==> config.mk <==
export PLATFORM = sky130hd
export DESIGN_NAME = reg_id_skid
export DESIGN_NICKNAME = d
export VERILOG_FILES = /design/src/rtl/reg_id_skid.sv
export SDC_FILE = /design/constraint.sdc
export NUM_CORES = 1
export LEC_CHECK = 0
export CORE_MARGIN = 1
export CORE_UTILIZATION = 40
export CTS_BUF_LIST = sky130_fd_sc_hd__clkbuf_16
export CTS_CLUSTER_DIAMETER = 200
export DETAILED_ROUTE_END_ITERATION = 16
export PLACE_DENSITY = 0.7
export SYNTH_ARGS = -nofsm -noshare
export SYNTH_HDL_FRONTEND = slang
export SYNTH_SLANG_ARGS = --single-unit
==> constraint.sdc <==
create_clock -name clk -period 1.9 [get_ports clk]
set_input_delay 0.19 -clock clk [delete_from_list [all_inputs] [get_ports clk]]
set_output_delay 0.19 -clock clk [all_outputs]
set_load 0.005 [all_outputs]
==> src/rtl/reg_id_skid.sv <==
// IF/ID stage register with valid/ready handshakes on both sides.
// Carries pc, instruction and predicted-taken bit from fetch to decode.
// SKID=1 uses a two-entry buffer so that in_ready comes straight from a flop.
// SKID=0 uses a single entry and a combinational in_ready.
// Two saturating counters record blocked output cycles and flushes that
// killed at least one live entry.
module reg_id_skid #(
    parameter int                addrWidth  = 16,
    parameter int                INST_W     = 32,
    parameter logic [INST_W-1:0] FLUSH_INST = '0,
    parameter int                SKID       = 1,
    parameter int                CNT_W      = 16
) (
    input  logic                 clk,
    input  logic                 rst,
    input  logic                 Flush,
    input  logic                 Stall,
    input  logic                 in_valid,
    output logic                 in_ready,
    input  logic [addrWidth-1:0] pc_in,
    input  logic [INST_W-1:0]    inst_in,
    input  logic                 BP_taken_in,
    output logic                 out_valid,
    input  logic                 out_ready,
    output logic [addrWidth-1:0] pc_out,
    output logic [INST_W-1:0]    inst,
    output logic                 BP_taken,
    output logic [CNT_W-1:0]     stall_cnt,
    output logic [CNT_W-1:0]     flush_cnt
);

    localparam int PW = addrWidth + INST_W + 1;

    // Payload that an empty main entry presents on the outputs.
    localparam logic [PW-1:0] FLUSH_PL = {{addrWidth{1'b0}}, FLUSH_INST, 1'b0};

    // Encoding is {main valid, skid valid}; 2'b01 cannot be represented.
    typedef enum logic [1:0] {
        EMPTY = 2'b00,
        HALF  = 2'b10,
        FULL  = 2'b11
    } state_t;

    state_t          state_reg, state_next;
    logic [PW-1:0]   main_pl_reg, main_pl_next;
    logic [PW-1:0]   skid_pl_reg, skid_pl_next;
    logic [PW-1:0]   in_pl;
    logic            main_v, skid_v;
    logic            head_take, out_fire, in_fire;

    assign main_v = (state_reg != EMPTY);
    assign skid_v = (state_reg == FULL);
    assign in_pl  = {pc_in, inst_in, BP_taken_in};

    // Downstream would take the head this cycle; Flush then cancels the transfer.
    assign head_take = main_v & out_ready & ~Stall;
    assign out_fire  = head_take & ~Flush;
    assign in_fire   = in_valid & in_ready & ~Flush;

    // Outputs come straight from the main entry registers.
    assign out_valid                 = main_v;
    assign {pc_out, inst, BP_taken}  = main_pl_reg;

    // Next occupancy and payload movement for both buffer depths.
    always_comb begin
        state_next   = state_reg;
        main_pl_next = main_pl_reg;
        skid_pl_next = skid_pl_reg;
        if (Flush) begin
            state_next   = EMPTY;
            main_pl_next = FLUSH_PL;
            skid_pl_next = FLUSH_PL;
        end else if (SKID != 0) begin
            case (state_reg)
                EMPTY: begin
                    if (in_fire) begin
                        main_pl_next = in_pl;
                        state_next   = HALF;
                    end
                end
                HALF: begin
                    if (out_fire && in_fire) begin
                        main_pl_next = in_pl;
                    end else if (out_fire) begin
                        main_pl_next = FLUSH_PL;
                        state_next   = EMPTY;
                    end else if (in_fire) begin
                        skid_pl_next = in_pl;
                        state_next   = FULL;
                    end
                end
                FULL: begin
                    if (out_fire) begin
                        main_pl_next = skid_pl_reg;
                        skid_pl_next = FLUSH_PL;
                        state_next   = HALF;
                    end
                end
                default: begin
                    state_next   = EMPTY;
                    main_pl_next = FLUSH_PL;
                    skid_pl_next = FLUSH_PL;
                end
            endcase
        end else begin
            if (in_fire) begin
                main_pl_next = in_pl;
                state_next   = HALF;
            end else if (out_fire) begin
                main_pl_next = FLUSH_PL;
                state_next   = EMPTY;
            end
        end
    end

    // Occupancy and payload registers.
    always_ff @(posedge clk) begin
        if (rst) begin
            state_reg   <= EMPTY;
            main_pl_reg <= FLUSH_PL;
            skid_pl_reg <= FLUSH_PL;
        end else begin
            state_reg   <= state_next;
            main_pl_reg <= main_pl_next;
            skid_pl_reg <= skid_pl_next;
        end
    end

    generate
        if (SKID != 0) begin : g_skid
            logic in_ready_reg;

            // Registered ready: accept whenever the skid slot will be free.
            always_ff @(posedge clk) begin
                if (rst) begin
                    in_ready_reg <= 1'b1;
                end else begin
                    in_ready_reg <= (state_next != FULL);
                end
            end

            assign in_ready = in_ready_reg;
        end else begin : g_noskid
            // Single entry: accept when empty or when the head leaves this cycle.
            assign in_ready = ~main_v | head_take;
        end
    endgenerate

    // Index 0 counts blocked output cycles, index 1 counts flushes that hit live entries.
    logic             cnt_inc [2];
    logic [CNT_W-1:0] cnt_val [2];

    assign cnt_inc[0] = main_v & ~out_fire & ~Flush;
    assign cnt_inc[1] = Flush & (main_v | skid_v);

    genvar gi;
    generate
        for (gi = 0; gi < 2; gi++) begin : g_cnt
            logic [CNT_W-1:0] cnt_reg;

            // Saturating event counter, cleared only by reset.
            always_ff @(posedge clk) begin
                if (rst) begin
                    cnt_reg <= '0;
                end else if (cnt_inc[gi] && (cnt_reg != {CNT_W{1'b1}})) begin
                    cnt_reg <= cnt_reg + CNT_W'(1);
                end
            end

            assign cnt_val[gi] = cnt_reg;
        end
    endgenerate

    assign stall_cnt = cnt_val[0];
    assign flush_cnt = cnt_val[1];

endmodule

==> impl_metrics.csv <==
group,metric,value,unit
yosys,yosysWarnings,0,
critical_path,worst-path-max-fanout,25,
global_route,grt-ovfl-total,0,
route,via_per_inst,5.566,
hold_path,worstHoldPathCells,3,
critical_path,r2r_setup_slack,110,ps
die,chipWidth,116.3,µm
sta,final_hold_viol_count,0,
sta,fmax,556.2,MHz
die,std_cell_rows,41,
cts,cts.clk_slew.worst_paths,50,ps
sta,finalWorstPathRequiredPeriod,1798,ps
hold_path,hold_path_end,"skid_pl_reg[26]$_SDFFE_PP0P_",
sta,relSlewSlack,0.1409,
cts,cts_root_buf,"clkbuf_16",
critical_path,startpoint_type,"input pin",
die,start_util,0.4124,
cts,clk_latency,410,ps
route,vias,5160,
die,die-area,13520,µm²
sta,rsz0062_at_grt,"false",
yosys,synth-edff-count,0,
cells_and_area,final_core_util,0.5991,
hold_path,min_path_type,"in -> reg",
sta,finalClockSkew,3.341,ps
yosys,seq_area_frac_synth,0.5096,
cts,numCtsBuffers,17,
yosys,syn_avg_cell_area,8.767,µm²
job,cap_violations,0,
global_route,grtUsageTotal,0.2197,
outcome,status,"finished clean",
cts,cts.repair_timing.setup_buffer_count,0,
global_route,grt_max_degree,51,
cells_and_area,fill_cells,1076,
sta,tns,0,ps
sta,worst_slack,102.0,ps
place,port_buffers,137,
yosys,synth-async-reset-ratio,0,
sta,whs,359.8,ps
route,drtPass1Iterations,7,
sta,slew_viol_final,0,
route,drcViolationCount,0,
hold_path,hp-start,"inst_in[25]",
yosys,synth-seq-cells,133,
route,routedWlPerCell,15.76,µm
place,pre_cts_slack,-326.0,ps
sta,finalSetupViolCount,0,
cells_and_area,final_area,7591,µm²
pwr,power.density,802.9,nW/µm²
pwr,ir_drop,0.5030,mV
critical_path,end_kind,"flop",
route,ant_nets,0,
critical_path,rr_endpoint,"stall_cnt[2]$_SDFFE_PP0P_",
place,dpl.cell_count,897,
cells_and_area,finalNetCount,802,
route,routed_wl,14610,µm
place,hpwl,9316,µm
cells_and_area,antenna_cells,0,
critical_path,critPathKind,"in -> reg",
sta,worst_pin_slew,1287,ps
yosys,yosysUniqueCellTypes,43,
cells_and_area,syn_to_final_growth,45.28,%
yosys,netlist_instances,596,
critical_path,critPathArrivalTime,2150,ps
cts,ctsHoldBuffers,0,
yosys,syn_nets,653,
global_route,grt_pass1_vias,4936,
cts,cts_tree,"yes",
pwr,power.total,6.095,mW
pwr,p_leak,2.584,nW
yosys,syn_area,5225,µm²
critical_path,cp_data_required_time,2250,ps
die,die_height,116.3,µm
die,ios,138,
global_route,grt_pass1_wl,23180,µm
route,first_iter_violations,673,
global_route,grt_antenna_before_repair,1,
cells_and_area,final_cells,927,
place,placed_area,7053,µm²
place,gp_congestion,0.8431,
cts,htree_levels,4,
cells_and_area,drive_gt1_frac,0.1073,
critical_path,reg2reg_from,"stall_cnt[0]$_SDFFE_PP0P_",
cts,cts_sinks,133,
die,core,12670,µm²
critical_path,rr_worst_depth,7,
sta,finalCritPeriodShare,0.9463,
yosys,synth_ff_type,"dfxtp_1",
cts,clock_path_buffers,2,
==> cell families after synthesis <==
logic type / share of synthesized area
simple gates: 0.2220
mux: 0.008142
fa+ha+maj: 0.004789
xor+xnor: 0.04191
flops: 0.5096
compound gates: 0.1695
buf+inv: 0.04406
==> power by group <==
group | switching (mW) | internal [mW]
Clock | 1.10 | 1.73
Combinational | 0.208 | 0.224
Sequential | 0.0163 | 2.82
Total | 1.33 | 4.77
==> worst max path at each step <==
stage,from,end,slack (ps),cells past startpoint
CTS,stall_cnt[0]$_SDFFE_PP0P_,stall_cnt[4]$_SDFFE_PP0P_,60,7
floorplan,flush_cnt[0]$_SDFFE_PP0P_,flush_cnt[10]$_SDFFE_PP0P_,50,6
global placement,Flush,skid_pl_reg[14]$_SDFFE_PP0P_,-240,5
global route,stall_cnt[0]$_SDFFE_PP0P_,stall_cnt[6]$_SDFFE_PP0P_,9,7
finish,Flush,skid_pl_reg[11]$_SDFFE_PP0P_,100,5
detailed placement,Flush,skid_pl_reg[42]$_SDFFE_PP0P_,-330,5
==> per-layer routing <==
layer  wire length, µm  track usage
met5                13            0
met4               152      0.08462
met3              1171      0.07109
met2              6689       0.3542
met1              6587       0.2726
==> repair_timing <==
item | CTS | global route
hold endpoints to repair | 0 | 0
setup endpoints to repair | 0 | 28
resized for setup | 0 | 5
==> area by class of cell <==
class | count | area (µm²) | area share
Clock buffer | 17 | 425.4 | 0.05604
Clock inverter | 12 | 76.32 | 0.01005
Inverter | 5 | 18.77 | 0.002472
Multi-Input combinational cell | 407 | 2404 | 0.3166
Sequential cell | 133 | 2663 | 0.3507
Tap cell | 172 | 215.2 | 0.02835
Timing Repair Buffer | 181 | 1789 | 0.2357
==> critical path, cell delays in order <==
cell and delay (ps):
clkdlybuf4s50_1 490, buf_4 210, nor2_2 960, nand3_1 170
o21ai_1 110
==> cell usage after synthesis, drive strengths merged (3+ instances only) <==
cell	n	area, µm²
a211oi	4	30.03
a21oi	8	40.04
a222oi	49	490.5
buf	11	57.56
clkbuf	41	153.9
dfxtp	133	2663
inv	5	18.77
nand2	66	247.7
nand3	57	285.3
nand4	6	37.54
nor2	83	311.6
nor2b	3	18.77
nor3	14	75.07
nor3b	3	27.52
nor4	4	25.02
o21ai	54	270.3
or3	5	31.28
xnor2	22	192.7
xor2	3	26.28
==> cells in the final DEF, fill, tap and decap left out, types with 3 or more instances in the layout <==
cell type,count
a211oi_1,4
a21oi_1,8
a222oi_1,49
buf_12,7
buf_4,37
clkbuf_16,17
clkdlybuf4s50_1,137
clkinv_1,4
clkinv_2,4
dfxtp_1,133
inv_1,8
nand2_1,65
nand3_1,57
nand4_1,6
nor2_1,82
nor2b_1,3
nor3_1,12
nor4_1,3
o21ai_0,52
or3_1,5
xnor2_1,22
xor2_1,3
Power figures use the tool's default switching activity.
